<file path="config.mk">
export PLATFORM = sky130hd
export DESIGN_NAME = sndcmd_fifo
export DESIGN_NICKNAME = d
export VERILOG_FILES = /design/src/rtl/sndcmd_fifo.sv
export SDC_FILE = /design/constraint.sdc
export NUM_CORES = 1
export LEC_CHECK = 0
export BUFFER_PORTS_ARGS = -buffer_cell sky130_fd_sc_hd__buf_2
export CORE_ASPECT_RATIO = 1.75
export CORE_UTILIZATION = 62
export CTS_CLUSTER_SIZE = 16
export DETAILED_ROUTE_END_ITERATION = 12
export HOLD_SLACK_MARGIN = 0.02
export PLACE_DENSITY = 0.85
export REMOVE_ABC_BUFFERS = 1
export SYNTH_ARGS = -nofsm -noshare
export SYNTH_HDL_FRONTEND = slang
export SYNTH_SLANG_ARGS = --single-unit
</file>
<file path="constraint.sdc">
create_clock -name CLK48M -period 3.15 [get_ports CLK48M]
set_input_delay 0.315 -clock CLK48M [delete_from_list [all_inputs] [get_ports CLK48M]]
set_output_delay 0.315 -clock CLK48M [all_outputs]
set_load 0.01 [all_outputs]
</file>
<file path="src/rtl/sndcmd_fifo.sv">
// Sound-board command receiver: synchronises the main-CPU request strobe, queues command bytes,
// and raises one NMI toward the sound Z80 per queued command.
module sndcmd_fifo #(
  parameter int unsigned DEPTH   = 4,
  parameter int unsigned NMI_LEN = 32,
  parameter int unsigned NMI_GAP = 16
) (
  input  logic                   CLK48M,
  input  logic                   RESETn,
  input  logic                   SNDRQ,
  input  logic [7:0]             SNDNO,
  input  logic                   SRDSTB,
  input  logic                   SFLUSH,
  output logic [7:0]             SCMD,
  output logic                   SNMI,
  output logic [$clog2(DEPTH):0] SCOUNT,
  output logic                   SOVF
);

  localparam int unsigned AW   = $clog2(DEPTH);
  localparam int unsigned TMax = (NMI_LEN > NMI_GAP) ? NMI_LEN : NMI_GAP;
  localparam int unsigned TW   = $clog2(TMax + 1);
  localparam logic [AW:0] FullCount = (AW + 1)'(DEPTH);

  typedef enum logic [1:0] {StIdle, StAssert, StWaitRd, StGap} nmi_st_e;

  logic          sync1_q, sync1_d;
  logic          sync2_q, sync2_d;
  logic          sync3_q, sync3_d;
  logic [AW-1:0] wptr_q, wptr_d;
  logic [AW-1:0] rptr_q, rptr_d;
  logic [AW:0]   count_q, count_d;
  logic [7:0]    scmd_q, scmd_d;
  logic          ovf_q, ovf_d;
  logic [7:0]    mem_q [DEPTH];
  logic [7:0]    mem_d [DEPTH];
  nmi_st_e       state_q, state_d;
  logic [TW-1:0] timer_q, timer_d;
  logic          rd_seen_q, rd_seen_d;

  logic rq_rise;
  logic empty;
  logic full;
  logic pop;
  logic push;

  assign rq_rise = sync2_q & ~sync3_q;
  assign empty   = (count_q == '0);
  assign full    = (count_q == FullCount);
  assign pop     = SRDSTB & ~empty;
  // A pop in the same cycle frees the slot, so a push into a full queue is still accepted.
  assign push    = rq_rise & (~full | pop);

  always_comb begin
    sync1_d = SNDRQ;
    sync2_d = sync1_q;
    sync3_d = sync2_q;
    wptr_d  = wptr_q;
    rptr_d  = rptr_q;
    count_d = count_q;
    ovf_d   = ovf_q;
    mem_d   = mem_q;
    scmd_d  = empty ? scmd_q : mem_q[rptr_q];

    if (push) begin
      mem_d[wptr_q] = SNDNO;
      wptr_d        = wptr_q + 1'b1;
    end
    if (pop) begin
      rptr_d = rptr_q + 1'b1;
    end
    if (push && !pop) begin
      count_d = count_q + 1'b1;
    end else if (pop && !push) begin
      count_d = count_q - 1'b1;
    end
    if (rq_rise && full && !pop) begin
      ovf_d = 1'b1;
    end

    if (SFLUSH) begin
      sync1_d = 1'b0;
      sync2_d = 1'b0;
      sync3_d = 1'b0;
      wptr_d  = '0;
      rptr_d  = '0;
      count_d = '0;
      ovf_d   = 1'b0;
      mem_d   = mem_q;
      scmd_d  = scmd_q;
    end
  end

  always_comb begin
    state_d   = state_q;
    timer_d   = timer_q;
    rd_seen_d = rd_seen_q;

    unique case (state_q)
      StIdle: begin
        if (!empty) begin
          state_d   = StAssert;
          timer_d   = TW'(NMI_LEN - 1);
          rd_seen_d = 1'b0;
        end
      end
      StAssert: begin
        // The CPU may service the NMI before the pulse ends; remember it for WAITRD.
        if (pop) begin
          rd_seen_d = 1'b1;
        end
        if (timer_q == '0) begin
          state_d = StWaitRd;
        end else begin
          timer_d = timer_q - 1'b1;
        end
      end
      StWaitRd: begin
        if (pop || rd_seen_q) begin
          state_d   = StGap;
          timer_d   = TW'(NMI_GAP - 1);
          rd_seen_d = 1'b0;
        end
      end
      StGap: begin
        if (timer_q == '0) begin
          state_d = StIdle;
        end else begin
          timer_d = timer_q - 1'b1;
        end
      end
      default: begin
        state_d = StIdle;
      end
    endcase

    if (SFLUSH) begin
      state_d   = StIdle;
      timer_d   = '0;
      rd_seen_d = 1'b0;
    end
  end

  always_ff @(posedge CLK48M) begin
    if (!RESETn) begin
      sync1_q   <= 1'b0;
      sync2_q   <= 1'b0;
      sync3_q   <= 1'b0;
      wptr_q    <= '0;
      rptr_q    <= '0;
      count_q   <= '0;
      scmd_q    <= 8'h00;
      ovf_q     <= 1'b0;
      state_q   <= StIdle;
      timer_q   <= '0;
      rd_seen_q <= 1'b0;
    end else begin
      sync1_q   <= sync1_d;
      sync2_q   <= sync2_d;
      sync3_q   <= sync3_d;
      wptr_q    <= wptr_d;
      rptr_q    <= rptr_d;
      count_q   <= count_d;
      scmd_q    <= scmd_d;
      ovf_q     <= ovf_d;
      state_q   <= state_d;
      timer_q   <= timer_d;
      rd_seen_q <= rd_seen_d;
    end
  end

  // Storage needs no reset; it is only observed through count-qualified reads.
  always_ff @(posedge CLK48M) begin
    mem_q <= mem_d;
  end

  assign SCMD   = scmd_q;
  assign SNMI   = (state_q == StAssert);
  assign SCOUNT = count_q;
  assign SOVF   = ovf_q;

endmodule

</file>
## After elaboration in Yosys (flattened, before gate mapping)

Index checks and enable logic that the tools add are counted.

- Register bits after elaboration: 60
- Bits of input ports: 13
- Word-level logic and storage cells: 85

- Add/subtract/negate cells: 5
- Magnitude comparators: 3
- Eq/ne operators: 10
- Muxes and demuxes: 21
- Bitwise operators: 11
- Reductions and logical operators: 20

Operators by type and width:

| operator | count |
|---|---|
| $bwmux W32 | 1 |
| $mux W8 | 3 |
| $mux W6 | 3 |
| $pmux W6 S3 | 1 |
| $bmux W8 S2 | 1 |
| $demux W8 S2 | 1 |
| $mux W2 | 4 |
| $ne A2 B2 Y1 const B | 4 |
| $pmux W2 S4 | 1 |
| $reduce_and A4 Y1 | 2 |
| $ge A3 B3 Y1 const B | 2 |
| $logic_not A6 Y1 | 1 |
| $mux W3 | 2 |
| $not A2 Y3 | 2 |
| $sub A6 B1 Y6 const B | 1 |
| $logic_and A1 B1 Y1 | 5 |
| $not A1 Y1 | 5 |
| $add A2 B1 Y2 const B | 2 |
| $eq A2 B2 Y1 const B | 2 |
| $ne A2 B1 Y1 const B | 2 |
| $reduce_and A2 Y1 | 2 |
| $reduce_or A2 Y1 | 2 |
| $add A3 B1 Y3 const B | 1 |
| $and A1 B1 Y1 | 3 |
| 14 further kinds | 17 |

## Depth between registers and ports, before layout

Gate-level depths: netlist of the first run.

- Depth in word-level cells: 9
- Mapped depth: 8
- Gate-level depth less buffers: 8

## Worst setup path before layout of the first run

Ideal clock, no wire load.

- Kind: flip-flop to flip-flop
- From: register count_q[0] (netlist: SCOUNT[0])
- To: register count_q[2] (netlist: SCOUNT[2])
- Setup time: 71 ps
- Arrival: 2,103 ps
- Required time: 3,079 ps
- Path slack: 976 ps
- Cell stages (with the launch flop): 8
- Path buffers: 0
- Period minus slack after synthesis: 2,174 ps
- Cell sequence: dfxtp_1 > o31ai_1 > ha_1 > inv_1 > fa_1 > xor2_1 > or3_1 > a21oi_1

- Longest elaborated chain between the ends: 8

RTL lines:

| item | line | source |
|---|---|---|
| start, declared | 32 | `logic [AW:0] count_q, count_d;` |
| start signal, assigned | 163 | `count_q <= count_d;` |
| $logic_not A3 Y1 | 48 | `assign empty = (count_q == '0);` |
| $not A1 Y1 (no source line) | - |  |
| $and A1 B1 Y1 | 50 | `assign pop = SRDSTB & ~empty;` |
| $or A1 B1 Y1 | 52 | `assign push = rq_rise & (~full \| pop);` |
| $and A1 B1 Y1 | 52 |  |
| $logic_not A1 Y1 | 74 | `end else if (pop && !push) begin` |
| $logic_and A1 B1 Y1 | 74 |  |
| $reduce_bool A2 Y1 (no source line) | - |  |

Several ways; a longest one is shown, not always the timed one. The select of a mux whose other input is x is not followed.
A chain may end at the register's enable or synchronous reset.

## Worst setup path in the final report of the first run

Same ends and word-level chain as after synthesis.

==> results of run 1 <==
==> per-stage QoR <==
step	hold slack, ps	total power (µW)	cell area, µm²	std cells	setup WS (ps)
6_report	190.2	1547	2934	286	800.6
5_1_grt	177.9	1601	2934	286	630.5
3_3_place_gp	416.3	928.8	2754	271	928.6
3_5_place_dp	423.0	931.6	2754	271	812.0
2_1_floorplan	405.7	900.2	2561	197	971.4
4_1_cts	171.5	1565	2934	286	777.1
==> cell type report <==
class | instances | area (µm²)
Sequential cell | 60 | 1521
Tap cell | 48 | 60.06
Clock buffer | 9 | 123.9
Multi-Input combinational cell | 127 | 1002
Clock inverter | 6 | 56.30
Fill cell | 285 | 1007
Inverter | 10 | 37.54
Timing Repair Buffer | 26 | 132.6
==> path summary, 6_finish.rpt <==
path	slack, ps	from	end	cells past startpoint
worst max register to register	800	SCOUNT[0]	SCOUNT[2]	7
worst min register to register	430	sync1_q	sync2_q	1
worst min-delay path	190	SNDNO[1]	mem_q[17]	1
worst max-delay path	800	SCOUNT[0]	SCOUNT[2]	7
==> power by group <==
part,internal [µW],switching (µW)
registers,830,7.30
logic,32.5,45.8
clock network,353,278
==> cells in the mapped netlist (all sizes together) <==
master	number	area, µm²
a2111oi	2	17.52
a211oi	2	15.01
a21boi	8	60.05
a21o	2	15.01
a21oi	10	50.05
a311oi	1	8.760
a31oi	3	25.02
and2	7	43.79
buf	1	5.000
clkbuf	4	15.01
dfxtp	28	560.5
edfxtp	32	960.9
fa	1	20.02
ha	11	137.6
inv	10	37.54
mux2i	2	20.02
mux4	8	180.2
nand2	19	71.32
nand2b	1	6.260
nand3	2	10.01
nor2	11	41.29
nor2b	3	18.77
nor3	3	20.02
nor3b	3	27.52
nor4	2	12.51
nor4b	1	8.760
o2111ai	1	8.760
o21ai	6	30.03
o21ba	1	10.01
o21bai	1	7.510
o22a	1	8.760
o22ai	2	18.77
o31ai	2	15.01
or2	1	6.260
or3	3	23.77
or4	2	15.01
or4b	1	13.76
xnor2	2	17.52
xor2	2	17.52
==> registers in the layout, summed over array words and instances (netlist names) <==
| signal | cells |
|---|---|
| mem_q | 32 |
| SCMD | 8 |
| timer_q | 6 |
| SCOUNT | 3 |
| rptr_q | 2 |
| state_q | 2 |
| wptr_q | 2 |
| SOVF | 1 |
| rd_seen_q | 1 |
| sync1_q | 1 |
| sync2_q | 1 |
| sync3_q | 1 |
==> critical path, delay by kind of cell (launching register included) <==
kind,cells,cell delay (ps)
flip-flops,1,370
AND/OR/NAND/NOR,1,300
AO/OA/AOI/OAI,2,720
XOR/XNOR,1,150
buffers and inverters,1,60
adder cells (fa/ha/maj),2,660
==> routing by layer <==
layer	wire [µm]	up-vias
li1	-	807
met1	1629	801
met2	2619	40
met3	214	10
met4	99	0
met5	0	-
==> logic make-up after synthesis <==
group	count (synthesis)	share of synthesized area [%]
AOI/OAI and AO/OA	42	11.25
xor gates and xnor gates	4	1.357
adders and majority gates	12	6.108
buffers and inverters	15	2.230
DFF	60	58.94
muxes	10	7.756
and+or+nand+nor	59	12.36
==> impl_metrics.tcl, run 1 <==
set metrics [dict create \
    die-area_um2 4435 \
    synth.distinct_cells 45 \
    routedWlPerCell_um 15.95 \
    critPathCaptureType "register" \
    postCtsResizedCells 0 \
    crit_type "reg -> reg" \
    cts_buffers 9 \
    crit_fanout 6 \
    use_met3_pct 8.028 \
    grtUsageMet1_pct 20.97 \
    cp-start-kind "register" \
    final_util_pct 74.44 \
    core_area_um2 3941 \
    cap_violations 0 \
    top_usage_layer "met2" \
    status "finished, final reports clean" \
    grt-ovfl-total 0 \
    worstMarginPinSlew_ps 639.1 \
    area_delta_synth_final_pct 13.67 \
    ir_drop_uv 553.9 \
    io_pins 26 \
    place.gp.congestion 0.8017 \
    drive_gt1_share_pct 23.53 \
    path_clk_slew_ps 60 \
    ctsRootBufferMaster "clkbuf_8" \
    slew_viol_final 0 \
    syn_avg_cell_area_um2 12.78 \
    vias_per_cell 5.797 \
    p_leak_uw 0.001074 \
    rows 30 \
    rsz0062_at_grt "no" \
    mostFrequentLayoutCells "32 x edfxtp_1, 28 x dfxtp_1, 25 x buf_2" \
    fp.dieW_um 50.78 \
    cts_tree "built" \
    yosysSeqAreaShare_pct 58.94 \
    grt_pass1_wl_um 7417 \
    dpl.hpwl_um 3354 \
    gr-usage-met2_pct 47.39 \
    clockBufferDepth 2 \
    setup_viol 0 \
    ys_seq_elements 60 \
    initial_core_util_pct 65.49 \
    io_buffer_count 25 \
    cp_cell_sequence "o31ai_1 > ha_1 > inv_1 > fa_1 > xor2_1 > or3_1 > a21oi_1" \
    vias 1658 \
    cts.sinks 60 \
    htree_levels 3 \
    cp_slowest_stage_delay_ps 580 \
    finalWirelength_um 4562 \
    cp_slowest_cell "o31ai_1" \
    skew_ps 9.929 \
    synth_warnings 0 \
    synthCells 202 \
    grt_max_degree 17 \
    slew_headroom_pct 57.39 \
    maxClockFrequency_mhz 425.6 \
    fin_setup_tns_ps 0 \
    worstPathRequired_ps 3410 \
    drt_first_iter_violations 40 \
    hold_path_class "in -> reg" \
    final_common_cell "edfxtp_1" \
    nNetsFinal 259 \
    grt_pass1_vias 1665 \
    drc 0 \
    post-cts-setup-buffer-count 0 \
    worstSkewPairLatency_ps 340 \
    power.density_nw_per_um2 527.1 \
    final_antenna_net_count 0 \
    arrival_ps 2610 \
    hold_viol_final 0 \
    post-route-min-period_ps 2349 \
    insertedDiodeCount 0 \
    synth_area_um2 2581 \
    grt.total_usage_pct 24.26 \
    dr.pass1.iters 4 \
    fin_crit_sh_pct 74.58 \
    cts_hold_buffers 0 \
    die-height_um 87.36 \
    antenna_found_initial 0 \
]
(Power assumes the default switching activity.)
==> inputs of run 2 (changes only) <==
--- a/config.mk
+++ b/config.mk
@@ -7,11 +7,11 @@
 export LEC_CHECK = 0
 export BUFFER_PORTS_ARGS = -buffer_cell sky130_fd_sc_hd__buf_2
 export CORE_ASPECT_RATIO = 1.75
-export CORE_UTILIZATION = 62
+export CORE_UTILIZATION = 52
 export CTS_CLUSTER_SIZE = 16
 export DETAILED_ROUTE_END_ITERATION = 12
 export HOLD_SLACK_MARGIN = 0.02
-export PLACE_DENSITY = 0.85
+export PLACE_DENSITY = 0.76
 export REMOVE_ABC_BUFFERS = 1
 export SYNTH_ARGS = -nofsm -noshare
 export SYNTH_HDL_FRONTEND = slang
==> constraint.sdc (replaced) <==
create_clock -name CLK48M -period 2 [get_ports CLK48M]
set_input_delay 0.2 -clock CLK48M [delete_from_list [all_inputs] [get_ports CLK48M]]
set_output_delay 0.2 -clock CLK48M [all_outputs]
set_load 0.01 [all_outputs]
==> run 2 against run 1 <==
Compared with the run above:
- utilization decreased by 9.0 points
- highest routed layer unchanged
- total power increased by 67%
- flip-flop and latch count did not move
==> impl_metrics.tcl, run 2 (synthesis results as in run 1) <==
set metrics [dict create \
    status "finished, final reports clean" \
    core_area_um2 4707 \
    gr-usage-met2_pct 36.55 \
    placedInstanceArea_um2 2826 \
    seq_area_um2 1525 \
    maxClockFrequency_mhz 509.0 \
    top_register "mem_q" \
    drt_first_iter_violations 50 \
    critPathCaptureType "register" \
    arrival_ps 2210 \
    multi_input_area_um2 1036 \
    post-route-min-period_ps 1965 \
    vias_per_cell 5.515 \
    io_pins 26 \
    rrSetupSlack_ps 40 \
    cts_tree "built" \
    area_delta_synth_final_pct 19.29 \
    cts_buffers 9 \
    grtUsageMet1_pct 18.94 \
    worstMarginPinSlew_ps 649.3 \
    place_ws_ps -35.30 \
    switching_power_uw 526.1 \
    skew_ps 5.589 \
    clockBufferDepth 2 \
    hold_viol_final 0 \
    final_common_cell "edfxtp_1" \
    power.density_nw_per_um2 840.2 \
    grt-ovfl-total 0 \
    place.gp.congestion 0.7744 \
    cp_slowest_cell "fa_2" \
    cp_slowest_stage_delay_ps 350 \
    die-height_um 95.20 \
    dr.pass1.iters 4 \
    worstSkewPairLatency_ps 330 \
    fin_setup_tns_ps 0 \
    p_leak_uw 0.001134 \
    grt_pass1_wl_um 7590 \
    ctsRootBufferMaster "clkbuf_8" \
    dp_cells 284 \
    fp.dieW_um 55.26 \
    routedWlPerCell_um 15.48 \
    vias 1660 \
    setup_slack_ps 35.23 \
    finalWirelength_um 4659 \
    cp_cell_sequence "nor4b_4 > nor3b_2 > ha_2 > inv_2 > fa_2 > xor2_1 > or3_1 > a21oi_1" \
    die-area_um2 5261 \
    timing.hold.ws_ps 71.03 \
    fill_cells 375 \
    io_buffer_count 25 \
    htree_levels 3 \
    cp-start-kind "register" \
    ir_drop_uv 600.3 \
    dpl.hpwl_um 3380 \
    cts_hold_buffers 0 \
    hold_path_class "in -> reg" \
    power.clock.fraction_pct 43.9 \
    crit_type "reg -> reg" \
    crit_fanout 3 \
    final_cell_area_um2 3079 \
    fin_crit_sh_pct 98.24 \
    rows 33 \
    cap_violations 0 \
    final_antenna_net_count 0 \
    initial_core_util_pct 54.84 \
    mostFrequentLayoutCells "32 x edfxtp_1, 25 x dfxtp_1, 25 x buf_2" \
    cts.sinks 60 \
    slew_viol_final 0 \
    drive_gt1_share_pct 30.12 \
    nNetsFinal 269 \
    largest_register_ffs 32 \
    grt_pass1_vias 1655 \
    rsz0062_at_grt "yes" \
    drc 0 \
    grt_max_degree 17 \
    top_usage_layer "met2" \
    antenna_found_initial 0 \
    power.internal_uw 2061 \
    setup_viol 0 \
    use_met3_pct 4.885 \
    slew_headroom_pct 56.71 \
    pwr-share-comb_pct 5.2 \
    power.share.switching_pct 20.33 \
    final_cells 301 \
    grt.total_usage_pct 19.53 \
    insertedDiodeCount 0 \
    seqPwrFrac_pct 50.9 \
    path_clk_slew_ps 60 \
    worstPathRequired_ps 2240 \
]
## run 2: cell count changes in the layout (fill, tap and decap cells not counted), sizes merged
cell    before  now
bufinv       1    2
clkinv       4    2
clkbuf       9   11
buf         26   36
## run 2: layout make-up
type | count | share of cell area [%]
Clock inverter | 5 | 2.479
Multi-Input combinational cell | 127 | 33.64
Timing Repair Buffer | 36 | 6.745
Inverter | 10 | 1.219
Clock buffer | 11 | 4.267
Tap cell | 52 | 2.113
Sequential cell | 60 | 49.53
## run 2: metrics by stage
step / util [%] / power [µW]
after floorplan: - / 1418
final: 65.42 / 2587
after detailed placement: 60.05 / 1472
after global routing: 65.42 / 2669
after CTS: 64.89 / 2613
after global placement: 60.05 / 1470
## run 2: metal layers
layer  wire (µm)  up-vias
li1            -      830
met1        1744      791
met2        2649       28
met3         138       11
met4         125        0
met5           0        -
## run 2: path summary, 6_finish.rpt
check	cells past startpoint	to	start
worst max-delay path	8	SCOUNT[2]	SCOUNT[2]
worst min register to register	1	sync2_q	sync1_q
worst min-delay path	2	sync1_q	SNDRQ
worst max register to register	8	SCOUNT[2]	SCOUNT[2]
## run 2: power groups by stage
stage / sequential [µW] / clock, µW / combinational (µW)
floorplan: 1340 / 0 / 72.8
global placement: 1340 / 0 / 129
detailed placement: 1340 / 0 / 131
CTS: 1320 / 1160 / 133
global route: 1320 / 1200 / 148
finish: 1320 / 1140 / 135
## run 2: timing repair
item                                    4_1_cts  5_1_grt
cloned                                        0        0
pin swaps                                     2        3
setup buffers                                 1        0
gates resized for setup                       5        6
endpoints found under the setup margin        1       33
## run 2: worst max-delay path: cells and delay by family (launching register included)
| family | cells | cell delay (ps) |
|---|---|---|
| AO/OA/AOI/OAI | 1 | 150 |
| XOR/XNOR | 1 | 150 |
| adder cells (fa/ha/maj) | 2 | 580 |
| buffers and inverters | 1 | 40 |
| flip-flops | 1 | 330 |
| AND/OR/NAND/NOR | 3 | 630 |
==> inputs of run 3 (changes only) <==
--- a/config.mk
+++ b/config.mk
@@ -5,14 +5,16 @@
 export SDC_FILE = /design/constraint.sdc
 export NUM_CORES = 1
 export LEC_CHECK = 0
-export BUFFER_PORTS_ARGS = -buffer_cell sky130_fd_sc_hd__buf_2
+export BUFFER_PORTS_ARGS = -buffer_cell sky130_fd_sc_hd__buf_4
 export CORE_ASPECT_RATIO = 1.75
 export CORE_UTILIZATION = 52
 export CTS_CLUSTER_SIZE = 16
 export DETAILED_ROUTE_END_ITERATION = 12
 export HOLD_SLACK_MARGIN = 0.02
+export MAX_ROUTING_LAYER = met4
 export PLACE_DENSITY = 0.76
 export REMOVE_ABC_BUFFERS = 1
+export SKIP_LAST_GASP = 1
 export SYNTH_ARGS = -nofsm -noshare
 export SYNTH_HDL_FRONTEND = slang
 export SYNTH_SLANG_ARGS = --single-unit
==> run 3 against run 2 <==
Compared with the run above:
- sequential power about the same
- clock-buffer cell count shrank 1
- flip-flop and latch count is the same
- clock power grew 18%
- critical path depth unchanged
- cell count is 0.33% higher
- largest cell class unchanged
- largest power group is now clock
- highest routed layer unchanged
==> impl_metrics.tcl, run 3 (synthesis results as in run 1) <==
set metrics [dict create \
    status "finished, final reports clean" \
    io_buffer_count 25 \
    final_common_cell "buf_4" \
    holdPathStages 2 \
    core_area_um2 4707 \
    power.density_nw_per_um2 869.3 \
    dpl.hpwl_um 3445 \
    crit_type "reg -> reg" \
    hold_viol_final 0 \
    hold_path_class "in -> reg" \
    fp.dieW_um 55.26 \
    skew_ps 6.322 \
    io_pins 26 \
    vias 1706 \
    area_delta_synth_final_pct 24.72 \
    seq_area_um2 1530 \
    die-height_um 95.20 \
    grtUsageMet1_pct 19.01 \
    mostFrequentLayoutCells "37 x buf_4, 32 x edfxtp_1, 25 x dfxtp_1" \
    rsz0062_at_grt "yes" \
    slew_headroom_pct 56.76 \
    htree_levels 3 \
    timing.hold.ws_ps 69.22 \
    crit_fanout 3 \
    worstMarginPinSlew_ps 648.6 \
    finalWirelength_um 4809 \
    worstSkewPairLatency_ps 330 \
    grt_pass1_vias 1708 \
    cp-start-kind "register" \
    grt_pass1_wl_um 7741 \
    finalPower_uw 2799 \
    cts_tree "built" \
    arrival_ps 2180 \
    hold_end "sync1_q" \
    post-route-min-period_ps 1938 \
    cts.sinks 60 \
    worstReg2RegStart "SCOUNT[2]" \
    nNetsFinal 270 \
    drt_first_iter_violations 26 \
    top_usage_layer "met2" \
    reg2reg_depth 8 \
    use_met3_pct 4.342 \
    rows 33 \
    ctsRootBufferMaster "clkbuf_8" \
    insertedDiodeCount 0 \
    drive_gt1_share_pct 33.20 \
    slew_viol_final 0 \
    ir_drop_uv 587.1 \
    vias_per_cell 5.649 \
    gr-usage-met2_pct 38.15 \
    critPathCaptureType "register" \
    hp-start "SNDRQ" \
    clockBufferDepth 2 \
    maxClockFrequency_mhz 516.0 \
    drc 0 \
    place.gp.congestion 0.7268 \
    final_antenna_net_count 0 \
    fill_cells 357 \
    timing.rr.end "SCOUNT[2]" \
    antenna_found_initial 0 \
    cts_hold_buffers 0 \
    largest_register_ffs 32 \
    fin_crit_sh_pct 96.91 \
    dr.pass1.iters 4 \
    cts_buffers 9 \
    setup_slack_ps 61.89 \
    place_ws_ps -42.30 \
    grt_max_degree 17 \
    path_clk_slew_ps 70 \
    die-area_um2 5261 \
    worstPathRequired_ps 2250 \
    initial_core_util_pct 54.84 \
    grt-ovfl-total 0 \
    multi_input_area_um2 1060 \
    p_leak_uw 0.001178 \
    routedWlPerCell_um 15.92 \
    grt.total_usage_pct 20.16 \
    setup_viol 0 \
    top_register "mem_q" \
    cap_violations 0 \
    rrSetupSlack_ps 60 \
]
-- run 3: worst max path at each step --
stage / startpoint / end / slack, ps
floorplan: SCOUNT[0] / SCOUNT[2] / -180
global placement: SCOUNT[2] / SCOUNT[2] / 60
detailed placement: SCOUNT[0] / SCOUNT[2] / -40
CTS: SCOUNT[0] / SCOUNT[2] / 2
global route: SCOUNT[2] / SCOUNT[2] / -40
finish: SCOUNT[2] / SCOUNT[2] / 60
-- run 3: cell type report --
| type | instances | share of cell area, % |
|---|---|---|
| Sequential cell | 60 | 47.53 |
| Multi-Input combinational cell | 127 | 32.92 |
| Timing Repair Buffer | 37 | 8.628 |
| Clock buffer | 10 | 4.275 |
| Clock inverter | 6 | 3.459 |
| Tap cell | 52 | 2.021 |
| Inverter | 10 | 1.166 |
-- run 3: per-stage QoR --
stage	utilization [%]	TNS [ps]	cells	instance area, µm²
floorplan	-	-178.6	197	2561
global placement	61.22	0	283	2882
detailed placement	61.22	-42.30	283	2882
CTS	67.62	0	301	3183
global route	68.39	-37.00	302	3219
finish	68.39	0	302	3219
-- run 3: repair_timing --
item / in CTS / in global routing
setup endpoints to repair: 2 / 39
resized for setup: 10 / 9
buffers inserted: 2 / 1
cloned: 0 / 0
pin swaps: 4 / 4
endpoints found under the hold margin: 0 / 0
-- run 3: critical path: stages (launching register included) --
cell	delay [ps]
dfxtp_2	330
nor4b_4	130
nor3b_2	210
ha_2	220
inv_2	40
fa_2	330
xor2_1	150
or3_1	300
a21oi_1	140
-- run 3: metal layers --
layer	vias to the layer above	share of wire, %
met5	-	0
met4	0	2.6
met2	38	57
met3	12	3.0
li1	830	-
met1	826	37
-- run 3: power by group --
part / internal, µW / leakage [µW] / switching, µW / total [µW]
combinational: 69.6 / 0.000539 / 78.0 / 148
clock: 861 / 0.000122 / 476 / 1340
sequential: 1300 / 0.000516 / 9.19 / 1310
